`config.mk`:
```
export PLATFORM = sky130hd
export DESIGN_NAME = fifo_window_reader
export DESIGN_NICKNAME = d
export VERILOG_FILES = /design/src/rtl/fifo_window_reader.sv
export SDC_FILE = /design/constraint.sdc
export NUM_CORES = 1
export LEC_CHECK = 0
export ABC_AREA = 1
export CAP_MARGIN = 20
export CORE_UTILIZATION = 54
export CTS_BUF_LIST = sky130_fd_sc_hd__clkbuf_8 sky130_fd_sc_hd__clkbuf_16
export DETAILED_ROUTE_END_ITERATION = 8
export PLACE_DENSITY = 0.93
export SLEW_MARGIN = 20
export SYNTH_ARGS = -nofsm -noshare
export SYNTH_HDL_FRONTEND = slang
export SYNTH_SLANG_ARGS = --single-unit
```
`constraint.sdc`:
```
create_clock -name clk_i -period 2.1 [get_ports clk_i]
set_clock_uncertainty 0.1 [all_clocks]
set_input_delay 0.42 -clock clk_i [delete_from_list [all_inputs] [get_ports clk_i]]
set_output_delay 0.42 -clock clk_i [all_outputs]
set_load 0.05 [all_outputs]
```
`src/rtl/fifo_window_reader.sv`:
```
// rtl/fifo_window_reader.sv - sliding-window reader between two single-element FIFOs
// Pops samples upstream, emits KERNEL_WIDTH-deep windows per frame downstream.
module fifo_window_reader #(
  parameter int WORD_SIZE    = 16,
  parameter int KERNEL_WIDTH = 3,
  parameter int INPUT_LENGTH = 8
) (
  input  logic                               clk_i,
  input  logic                               reset_i,
  input  logic                               full_i,
  input  logic [WORD_SIZE-1:0]               data_i,
  output logic                               ren_o,
  input  logic                               empty_i,
  output logic                               wen_o,
  output logic [WORD_SIZE*KERNEL_WIDTH-1:0]  data_o,
  output logic                               last_o
);

  localparam int IDX_W  = $clog2(INPUT_LENGTH);
  localparam int FILL_W = $clog2(KERNEL_WIDTH + 1);

  typedef enum logic {eFILL, eSTREAM} state_t;

  state_t                                   state_q, state_d;
  logic [KERNEL_WIDTH-1:0][WORD_SIZE-1:0]   win_q, win_d;
  logic [IDX_W-1:0]                         idx_q, idx_d;
  logic [FILL_W-1:0]                        fill_q, fill_d;
  logic                                     wen_q, wen_d;
  logic                                     last_q, last_d;
  logic [WORD_SIZE*KERNEL_WIDTH-1:0]        data_q, data_d;

  logic pop;
  logic accept;
  logic frame_end;
  logic emit;

  // A pending window only blocks the pop while the downstream is still full.
  assign ren_o  = full_i & (~wen_q | empty_i) & ~reset_i;
  assign pop    = ren_o;
  assign accept = wen_q & empty_i;

  assign frame_end = (idx_q == IDX_W'(INPUT_LENGTH - 1));
  assign emit      = (state_q == eSTREAM) || (fill_q == FILL_W'(KERNEL_WIDTH - 1));

  always_comb begin
    state_d = state_q;
    win_d   = win_q;
    idx_d   = idx_q;
    fill_d  = fill_q;
    wen_d   = wen_q;
    last_d  = last_q;
    data_d  = data_q;

    if (accept) begin
      wen_d  = 1'b0;
      last_d = 1'b0;
    end

    if (pop) begin
      win_d = {win_q[KERNEL_WIDTH-2:0], data_i};

      if (emit) begin
        wen_d  = 1'b1;
        data_d = win_d;
        last_d = frame_end;
      end

      if (frame_end) begin
        idx_d   = '0;
        fill_d  = '0;
        state_d = eFILL;
      end else begin
        idx_d = idx_q + IDX_W'(1);
        if (state_q == eFILL) begin
          fill_d = fill_q + FILL_W'(1);
          if (fill_q == FILL_W'(KERNEL_WIDTH - 1)) begin
            state_d = eSTREAM;
          end
        end
      end
    end
  end

  always_ff @(posedge clk_i) begin
    if (reset_i) begin
      state_q <= eFILL;
      win_q   <= '0;
      idx_q   <= '0;
      fill_q  <= '0;
      wen_q   <= 1'b0;
      last_q  <= 1'b0;
      data_q  <= '0;
    end else begin
      state_q <= state_d;
      win_q   <= win_d;
      idx_q   <= idx_d;
      fill_q  <= fill_d;
      wen_q   <= wen_d;
      last_q  <= last_d;
      data_q  <= data_d;
    end
  end

  assign wen_o  = wen_q;
  assign last_o = last_q;
  assign data_o = data_q;

endmodule

```
Yosys cells after proc, flatten, opt, wreduce, memory -nomap -nowiden
Index checks and enable logic that the tools add are counted.

Register bits: 88. Input port bits: 20. Output and inout bits: 51.

Add/subtract/negate cells: 2. Equality and inequality tests: 3. Muxes and demuxes: 12. Bitwise gates (word level): 6. Reductions and logical operators: 3.

Operators by type and width (count): $mux W1 (9); $mux W2 (2); $reduce_and A2 Y1 (2); $add A3 B1 Y3 const B (1); $and A1 B1 Y1 (3); $eq A3 B3 Y1 const B (1); $mux W3 (1); $add A2 B1 Y2 const B (1); $eq A2 B2 Y1 const B (1); $ne A2 B1 Y1 const B (1); $not A1 Y1 (2); $logic_or A1 B1 Y1 (1); $or A1 B1 Y1 (1).

Depth between registers and ports, before layout
Gate-level depths: netlist (run 1).

Word-level depth: 5. Mapped depth: 9.

Worst setup path before layout (run 1)
OpenSTA, ideal clock, no wires.

Kind: register -> output. Start: register wen_q (netlist: wen_o). End: output ren_o. Arrival time: 1.362 ns. Data required time: 1.580 ns. Slack: 0.218 ns. Stages on the path, launching flop included: 6. Path through: dfxtp_1 nand2_1 nand2_1 buf_4 inv_2 buf_6.

Longest elaborated chain between the ends: 4.

RTL lines: start: declaration (line 28) `logic wen_q, wen_d;`; start signal: assignment (line 98) `wen_q <= wen_d;`; $not A1 Y1 (line 38) `assign ren_o = full_i & (~wen_q | empty_i) & ~reset_i;`; $or A1 B1 Y1 (line 38); $and A1 B1 Y1 (2 in series) (line 38); end: declaration (line 12) `output logic ren_o,`.

Every way passes these cells.

Worst setup path after layout (run 1)
Start: register data_q[30] (netlist: data_o[30]). End: output data_o[30].

RTL lines: start: declaration (line 30) `logic [WORD_SIZE*KERNEL_WIDTH-1:0] data_q, data_d;`; start signal: assignment (line 100) `data_q <= data_d;`; end: declaration (line 15) `output logic [WORD_SIZE*KERNEL_WIDTH-1:0] data_o,`.

No word-level cell between the ends.

==> results of run 1 <==
==> placed cells by master, fill, tap and decap left out, types with 2 or more instances in the layout <==
| master | n |
|---|---|
| ha_1 | 4 |
| inv_2 | 2 |
| bufinv_16 | 3 |
| nor2_1 | 103 |
| nand2_1 | 130 |
| buf_12 | 4 |
| inv_1 | 74 |
| dfxtp_1 | 88 |
| clkbuf_8 | 12 |
| buf_4 | 7 |
| a21oi_1 | 2 |
| clkdlybuf4s50_1 | 65 |
| o21ai_0 | 33 |
| nand3_1 | 20 |
==> synth_stat cells <==
cell type  count
nand2_1      130
nor2_1       103
dfxtp_1       88
inv_1         74
o21ai_0       33
nand3_1       20
buf_2          9
clkbuf_1       8
ha_1           4
a21oi_1        2
buf_1          2
buf_6          2
inv_2          2
buf_4          1
clkbuf_2       1
nand3_2        1
nand4_1        1
nor2_4         1
o22ai_1        1
==> flip-flops by register name, indices dropped and copies added, names as in the netlist <==
signal   cells
state_q      1
idx_q        3
last_o       1
win_q       32
wen_o        1
data_o      48
fill_q       2
==> per-layer routing <==
| layer | up-vias | GRT usage | routed length [µm] |
|---|---|---|---|
| met4 | 0 | 0.138 | 237 |
| met5 | - | 0 | 0 |
| met3 | 23 | 0.0528 | 505 |
| li1 | 1559 | - | - |
| met2 | 120 | 0.436 | 3930 |
| met1 | 1358 | 0.321 | 3390 |
==> power by group <==
group          switching, µW  internal [µW]
logic                    292            156
clock network            591            890
registers               47.5           1750
total                    930           2790
==> worst max path at each step <==
stage,endpoint,slack [ns],cells past startpoint
finish,data_o[30],0.03,1
global route,data_o[30],0.004,1
CTS,data_o[28],0.03,1
detailed placement,win_q[9]$_SDFFE_PP0P_,0.11,5
global placement,ren_o,0.18,5
floorplan,ren_o,0.22,5
==> cell type report <==
| type | instances | area (µm²) |
|---|---|---|
| Clock inverter | 4 | 98.8 |
| Fill cell | 418 | 1550 |
| Tap cell | 75 | 93.8 |
| Timing Repair Buffer | 77 | 796 |
| Multi-Input combinational cell | 296 | 1240 |
| Sequential cell | 88 | 1760 |
| Clock buffer | 12 | 165 |
| Inverter | 76 | 285 |
==> per-stage QoR <==
step                      total power, µW  setup WS, ns
after floorplan                      2100         0.218
after global placement               2260         0.177
after detailed placement             2270         0.114
after CTS                            3720        0.0307
after global routing                 3840       0.00389
final                                3720        0.0329
==> cell families (layout without fill, tap and decap cells) <==
logic type,after synthesis,in the layout,synth area share
AOI/OAI and AO/OA,36,36,0.0534
adders and majority gates,4,4,0.0147
buffers and inverters,99,169,0.119
DFF,88,88,0.518
and+or+nand+nor,256,256,0.295
==> tightest hold or removal path, cell delays in order (launching register included) <==
cell and delay [ns]:
dfxtp_1 0.32, nor2_1 0.09, nor2_1 0.05
==> timing repair <==
| action | in CTS | in global routing |
|---|---|---|
| hold buffers | 0 | 0 |
| endpoints found under the setup margin | 0 | 1 |
| resized for setup | 0 | 1 |
==> results.json, run 1 <==
{
  "synth_area_leaders": "dfxtp_1 52%, nand2_1 14%, nor2_1 11%",
  "ctsHtreeMaxLevel": 3,
  "numPlacedInstances": 612,
  "die_w_um": 81.3,
  "path_clk_slew_ns": 0.08,
  "final_util": 0.741,
  "antenna_found_initial": 0,
  "wl_mm": 8.06,
  "arrival_ns": 1.55,
  "start_util": 0.567,
  "cp_slowest_cell": "clkdlybuf4s50_1",
  "drv_cap": 0,
  "clkLatencyLatePin_ns": 0.35,
  "finalMaxSlewViolations": 0,
  "grt_pass1_wl_mm": 13.0,
  "max_freq_mhz": 484,
  "max-clock-path-buffers": 2,
  "area_growth_pct": 30.7,
  "fin_cells": 628,
  "fp-row-count": 28,
  "n_antenna_cell": 0,
  "fin_area_um2": 4440,
  "die_y_um": 81.3,
  "peakVddDrop_mv": 0.460,
  "core_area_um2": 5990,
  "cts.sinks": 88,
  "grt_max_degree": 71,
  "crit-reg2reg-launch": "fill_q[0]$_SDFFE_PP0P_",
  "critPathMaxStageDelay_ns": 0.84,
  "worstMarginPinSlew_ns": 0.541,
  "rr_endpoint": "data_o[13]$_SDFFE_PP0P_",
  "synth_cells": 483,
  "synth_top_area_share": 0.518,
  "fin_crit_ns": 2.07,
  "grt_pass1_vias": 2879,
  "yosysSeqAreaShare": 0.518,
  "fin_tns_setup_ns": 0,
  "post_cts.repair.setup_buffers": 0,
  "grt_overflow": 0,
  "drc_errors": 0,
  "die_area_um2": 6610,
  "finalSetupViolCount": 0,
  "first_pass_iters": 5,
  "ys_warn_count": 0,
  "min_path_type": "reg -> reg",
  "syn_area_per_cell_um2": 7.04,
  "reg2reg_depth": 9,
  "placed_cell_area_um2": 4180,
  "r2r_slack_ns": 0.59,
  "first_iter_violations": 210,
  "cts_buffers": 9,
  "yosysUniqueCellTypes": 19,
  "slew-limit-headroom": 0.638,
  "worstPathCellList": "clkdlybuf4s50_1",
  "status": "completed",
  "via_count": 3060,
  "nets": 572,
  "dpl.hpwl_mm": 5.31,
  "netlist_area_um2": 3400,
  "required_ns": 1.58,
  "hold_start": "win_q[7]$_SDFFE_PP0P_",
  "crit_fanout": 2,
  "whs_ns": 0.389,
  "grt_use_total": 0.263,
  "critPathCaptureType": "output port",
  "path_class": "reg -> out",
  "holdPathEnd": "data_o[23]$_SDFFE_PP0P_",
  "drtAntennaViolNets": 0,
  "io_buffers": 70,
  "root_buffer": "clkbuf_8",
  "gp_congestion": 0.824,
  "cts_tree": "done",
  "crit_buf_inv": 1,
  "wl_per_cell_um": 12.8,
  "synth.largest_area_cell": "dfxtp_1",
  "worstHoldPathCells": 2,
  "ys_seq_elements": 88,
  "fin_crit_sh": 0.984,
  "crit_path_start": "data_o[30]$_SDFFE_PP0P_",
  "crit_family": "buffers and inverters",
  "critPathLaunchType": "flop",
  "rsz0062_at_grt": "false",
  "power_density_nw_per_um2": 838,
  "hold_violations": 0,
  "ios": 71,
  "avgViaCountPerCell": 4.87,
  "p_leak_uw": 0.00219,
  "synthesis.nets": 507,
  "drive_above_1_share": 0.0561
}
Power figures use the tool's default switching activity.
==> run 2: changes to the inputs <==
Settings changed: CORE_MARGIN from default to 2.
==> run 2 against run 1 <==
Via count rose by 2.7%. Hold slack improved by 0.0018 ns. Clock power fell by 10%. Maximum frequency rose by 0.68%. Setup slack improved by 0.014 ns. Critical path type unchanged. Highest routed layer unchanged.
==> results.json, run 2 (same netlist as run 1, synthesis figures left out) <==
{
  "status": "completed",
  "fill_cells": 415,
  "placed_cell_area_um2": 4200,
  "grt_max_degree": 53,
  "grt_use_total": 0.245,
  "wl_mm": 8.36,
  "grt_pass1_wl_mm": 13.8,
  "slew-limit-headroom": 0.643,
  "hold_start": "state_q$_SDFFE_PP0P_",
  "avgViaCountPerCell": 4.99,
  "core_area_um2": 5990,
  "die_area_um2": 6940,
  "fp-row-count": 28,
  "dpl.hpwl_mm": 5.60,
  "p_leak_uw": 0.00219,
  "crit_fanout": 2,
  "die_w_um": 83.3,
  "wl_per_cell_um": 13.3,
  "drv_cap": 0,
  "peakVddDrop_mv": 0.661,
  "drtAntennaViolNets": 0,
  "cts.sinks": 88,
  "critPathLaunchType": "flop",
  "worstPathCellList": "clkdlybuf4s50_1",
  "start_util": 0.567,
  "n_antenna_cell": 0,
  "required_ns": 1.58,
  "rsz0062_at_grt": "false",
  "drive_above_1_share": 0.0631,
  "critPathMaxStageDelay_ns": 0.83,
  "path_clk_slew_ns": 0.08,
  "largest_reg_flops": 48,
  "grt_overflow": 0,
  "worstMarginPinSlew_ns": 0.534,
  "final_cell_mix": "130 x nand2_1, 103 x nor2_1, 88 x dfxtp_1",
  "max-clock-path-buffers": 2,
  "path_class": "reg -> out",
  "drc_errors": 0,
  "arrival_ns": 1.53,
  "hold_violations": 0,
  "antenna_found_initial": 0,
  "fin_crit_sh": 0.978,
  "fin_area_um2": 4430,
  "die_y_um": 83.3,
  "via_count": 3144,
  "finalSetupViolCount": 0,
  "cp_slowest_cell": "clkdlybuf4s50_1",
  "finalWorstSetupSlack_ns": 0.0469,
  "crit_family": "buffers and inverters",
  "io_buffers": 70,
  "post_cts.repair.setup_buffers": 0,
  "final_common_cell": "nand2_1",
  "first_pass_iters": 4,
  "root_buffer": "clkbuf_8",
  "grt_pass1_vias": 2980,
  "nets": 574,
  "ctsHtreeMaxLevel": 3,
  "cts_tree": "done",
  "crit_path_start": "data_o[19]$_SDFFE_PP0P_",
  "dpl_worst_slack_ns": 0.0252,
  "min_path_type": "reg -> reg",
  "clkLatencyLatePin_ns": 0.36,
  "critPathCaptureType": "output port",
  "finalMaxSlewViolations": 0,
  "first_iter_violations": 232,
  "cts_buffers": 9,
  "gp_congestion": 0.848,
  "fin_crit_ns": 2.05,
  "max_freq_mhz": 487,
  "fin_tns_setup_ns": 0,
  "power_density_nw_per_um2": 809,
  "crit-reg2reg-launch": "fill_q[0]$_SDFFE_PP0P_",
  "area_growth_pct": 30.4,
  "crit_buf_inv": 1,
  "ios": 71
}
[run 2: changes by cell type in the layout (fill, tap and decap cells not counted)]
cell,previous run,this run
buf_4,7,10
bufinv_16,3,2
clkdlybuf4s50_1,65,63
clkinv_2,0,2
buf_12,4,5
clkbuf_8,12,11
[run 2: path summary, 6_finish.rpt]
check / endpoint / cells past startpoint / slack, ns
worst min-delay path: state_q$_SDFFE_PP0P_ / 2 / 0.39
worst max register to register: data_o[33]$_SDFFE_PP0P_ / 9 / 0.45
worst max-delay path: data_o[19] / 1 / 0.05
worst min register to register: state_q$_SDFFE_PP0P_ / 2 / 0.39
[run 2: tightest hold or removal path, delay by kind of cell (launching register included)]
family	cells	cell delay [ns]
compound gates	1	0.05
flops	1	0.34
simple gates	1	0.07
[run 2: what timing repair did]
| action | 4_1_cts | 5_1_grt |
|---|---|---|
| resized for setup | 0 | 1 |
| setup endpoints to repair | 0 | 2 |
| hold buffers | 0 | 0 |
[run 2: report_power, final]
group	switching, µW	internal, µW	total [µW]
clock	597	733	1330
sequential	47.4	1750	1790
combinational	296	161	457
total	941	2640	3580
[run 2: stage by stage]
stage               total power, µW  std cells  hold WS (ns)  utilization
global route                   3700        630         0.411        0.740
global placement               2260        614         0.361        0.701
finish                         3580        630         0.391        0.740
CTS                            3590        630         0.387        0.739
floorplan                      2100        483         0.348            -
detailed placement             2280        614         0.372        0.701
[run 2: per-layer routing]
metal	wire length (µm)	vias to the layer above	GRT usage	part of all wire
li1	-	1560	-	-
met5	0	-	0	0
met4	247	0	0.122	0.030
met2	3980	125	0.404	0.48
met3	651	24	0.0596	0.078
met1	3480	1435	0.299	0.42
[run 2: cell type report]
type | instances | area (µm²) | area share
clock buffer | 11 | 151 | 0.0342
clock inverter | 5 | 78.8 | 0.0178
inverter | 76 | 285 | 0.0644
multi-input combinational | 296 | 1240 | 0.280
sequential | 88 | 1760 | 0.398
tap | 75 | 93.8 | 0.0212
timing repair buffer | 79 | 818 | 0.185
==> run 3: changes to the inputs <==
Settings changed: CTS_BUF_LIST sky130_fd_sc_hd__clkbuf_8 sky130_fd_sc_hd__clkbuf_16 to sky130_fd_sc_hd__clkbuf_16.
==> run 3 against run 2 <==
Design area is 1.8% higher. Count of clock-buffer cells in the layout shrank 2. Maximum frequency about the same. Register-to-register slack hardly changed. Global-route usage is 0.46 points higher. Via count rose by 0.38%. Largest power group unchanged. Flip-flop and latch count unchanged. First-iteration DRC count up 28%. Routed wire length is 3.4% higher.
==> results.json, run 3 (same netlist as run 1, synthesis figures left out) <==
{
  "fp-row-count": 28,
  "antenna_found_initial": 0,
  "ctsHtreeMaxLevel": 3,
  "peakVddDrop_mv": 0.736,
  "cts_tree": "done",
  "path_class": "in -> out",
  "total_power_uw": 3940,
  "drtAntennaViolNets": 0,
  "wl_per_cell_um": 13.7,
  "via_count": 3156,
  "post_cts.repair.setup_buffers": 0,
  "holdPathEnd": "win_q[17]$_SDFFE_PP0P_",
  "first_pass_iters": 5,
  "drive_above_1_share": 0.0613,
  "reg2reg_depth": 9,
  "gp_congestion": 0.848,
  "n_antenna_cell": 0,
  "drv_cap": 0,
  "cts_buffers": 9,
  "slew-limit-headroom": 0.646,
  "grt_overflow": 0,
  "die_w_um": 83.3,
  "cts_hold_buf": 0,
  "required_ns": 1.58,
  "die_area_um2": 6940,
  "worstHoldPathCells": 2,
  "largest_reg_flops": 48,
  "rr_endpoint": "data_o[40]$_SDFFE_PP0P_",
  "core_area_um2": 5990,
  "root_buffer": "clkbuf_16",
  "cts.sinks": 88,
  "finalMaxSlewViolations": 0,
  "fin_crit_ns": 2.05,
  "whs_ns": 0.391,
  "multi_input_area_um2": 1240,
  "critPathCaptureType": "output port",
  "hold_start": "win_q[17]$_SDFFE_PP0P_",
  "status": "completed",
  "first_iter_violations": 298,
  "max_freq_mhz": 487,
  "wl_mm": 8.65,
  "max-clock-path-buffers": 2,
  "dpl.hpwl_mm": 5.60,
  "avgViaCountPerCell": 5.01,
  "r2r_slack_ns": 0.45,
  "grt_use_total": 0.250,
  "finalSetupViolCount": 0,
  "p_leak_uw": 0.00221,
  "drc_errors": 0,
  "ff_latch_area_um2": 1760,
  "worstMarginPinSlew_ns": 0.530,
  "final_common_cell": "nand2_1",
  "die_y_um": 83.3,
  "critPathLaunchType": "input pin",
  "area_growth_pct": 32.8,
  "power_density_nw_per_um2": 873,
  "arrival_ns": 1.53,
  "rsz0062_at_grt": "false",
  "crit_fanout": 5,
  "ios": 71,
  "crit-reg2reg-launch": "fill_q[0]$_SDFFE_PP0P_",
  "grt_pass1_wl_mm": 14.2,
  "io_buffers": 70,
  "fin_crit_sh": 0.977,
  "start_util": 0.567,
  "grt_pass1_vias": 3006,
  "nets": 574,
  "placed_cell_area_um2": 4200,
  "grt_max_degree": 53,
  "hold_violations": 0,
  "fin_tns_setup_ns": 0,
  "path_clk_slew_ns": 0.06,
  "min_path_type": "reg -> reg",
  "clkLatencyLatePin_ns": 0.34,
  "final_cell_mix": "129 x nand2_1, 103 x nor2_1, 88 x dfxtp_1",
  "fin_area_um2": 4510,
  "fill_cells": 392
}
-- run 3: cell types whose count changed in the layout (fill, tap and decap cells not counted) --
cell | before | now
clkdlybuf4s50_1 | 63 | 64
nand2_1 | 130 | 129
clkinv_1 | 0 | 2
nand2_2 | 0 | 1
dlymetal6s2s_1 | 1 | 0
clkbuf_16 | 0 | 9
clkbuf_8 | 11 | 0
-- run 3: how the worst max path moves through the flow --
| stage | slack (ns) | cells after the start | startpoint | end |
|---|---|---|---|---|
| 6_report | 0.05 | 5 | reset_i | ren_o |
| 5_1_grt | 0.02 | 1 | data_o[4]$_SDFFE_PP0P_ | data_o[4] |
| 4_1_cts | 0.02 | 5 | reset_i | ren_o |
| 3_5_place_dp | 0.03 | 7 | reset_i | win_q[0]$_SDFFE_PP0P_ |
| 3_3_place_gp | 0.08 | 5 | reset_i | ren_o |
| 2_1_floorplan | 0.22 | 5 | wen_o$_SDFF_PP0_ | ren_o |
-- run 3: cell type report --
class | instances | share of cell area
inverters | 76 | 0.0632
multi-input cells | 296 | 0.276
clock inverters | 7 | 0.0191
flip-flops and latches | 88 | 0.390
well taps | 75 | 0.0208
repair buffers | 79 | 0.181
clock buffers | 9 | 0.0499
-- run 3: power by group --
group / leakage (µW) / switching [µW] / internal, µW
registers: 0.000717 / 48.5 / 1750
logic: 0.00134 / 300 / 161
clock network: 0.000154 / 649 / 1030
-- run 3: critical path: stages --
cell and delay, ns:
clkdlybuf4s50_1 0.50, nor2_4 0.22, nand2_2 0.13, inv_2 0.12, buf_12 0.14
-- run 3: timing repair --
item                                    4_1_cts  5_1_grt
endpoints found under the hold margin         0        0
endpoints found under the setup margin        0        1
resized for setup                             0        1
-- run 3: layer usage --
layer  routed length, µm  GRT usage  part of all wire  vias to the layer above
met5                   0          0                 0                        -
met4                 168     0.0805             0.019                        0
met3                 621     0.0706             0.072                       19
met1                3630      0.310              0.42                     1453
li1                    -          -                 -                     1563
met2                4230      0.419              0.49                      121
-- run 3: metrics by stage --
stage	setup WS [ns]	std cells	utilization
after global placement	0.0799	614	0.701
after floorplan	0.218	483	-
after global routing	0.0224	630	0.753
after detailed placement	0.0252	614	0.701
final	0.0477	630	0.753
after CTS	0.0230	630	0.753
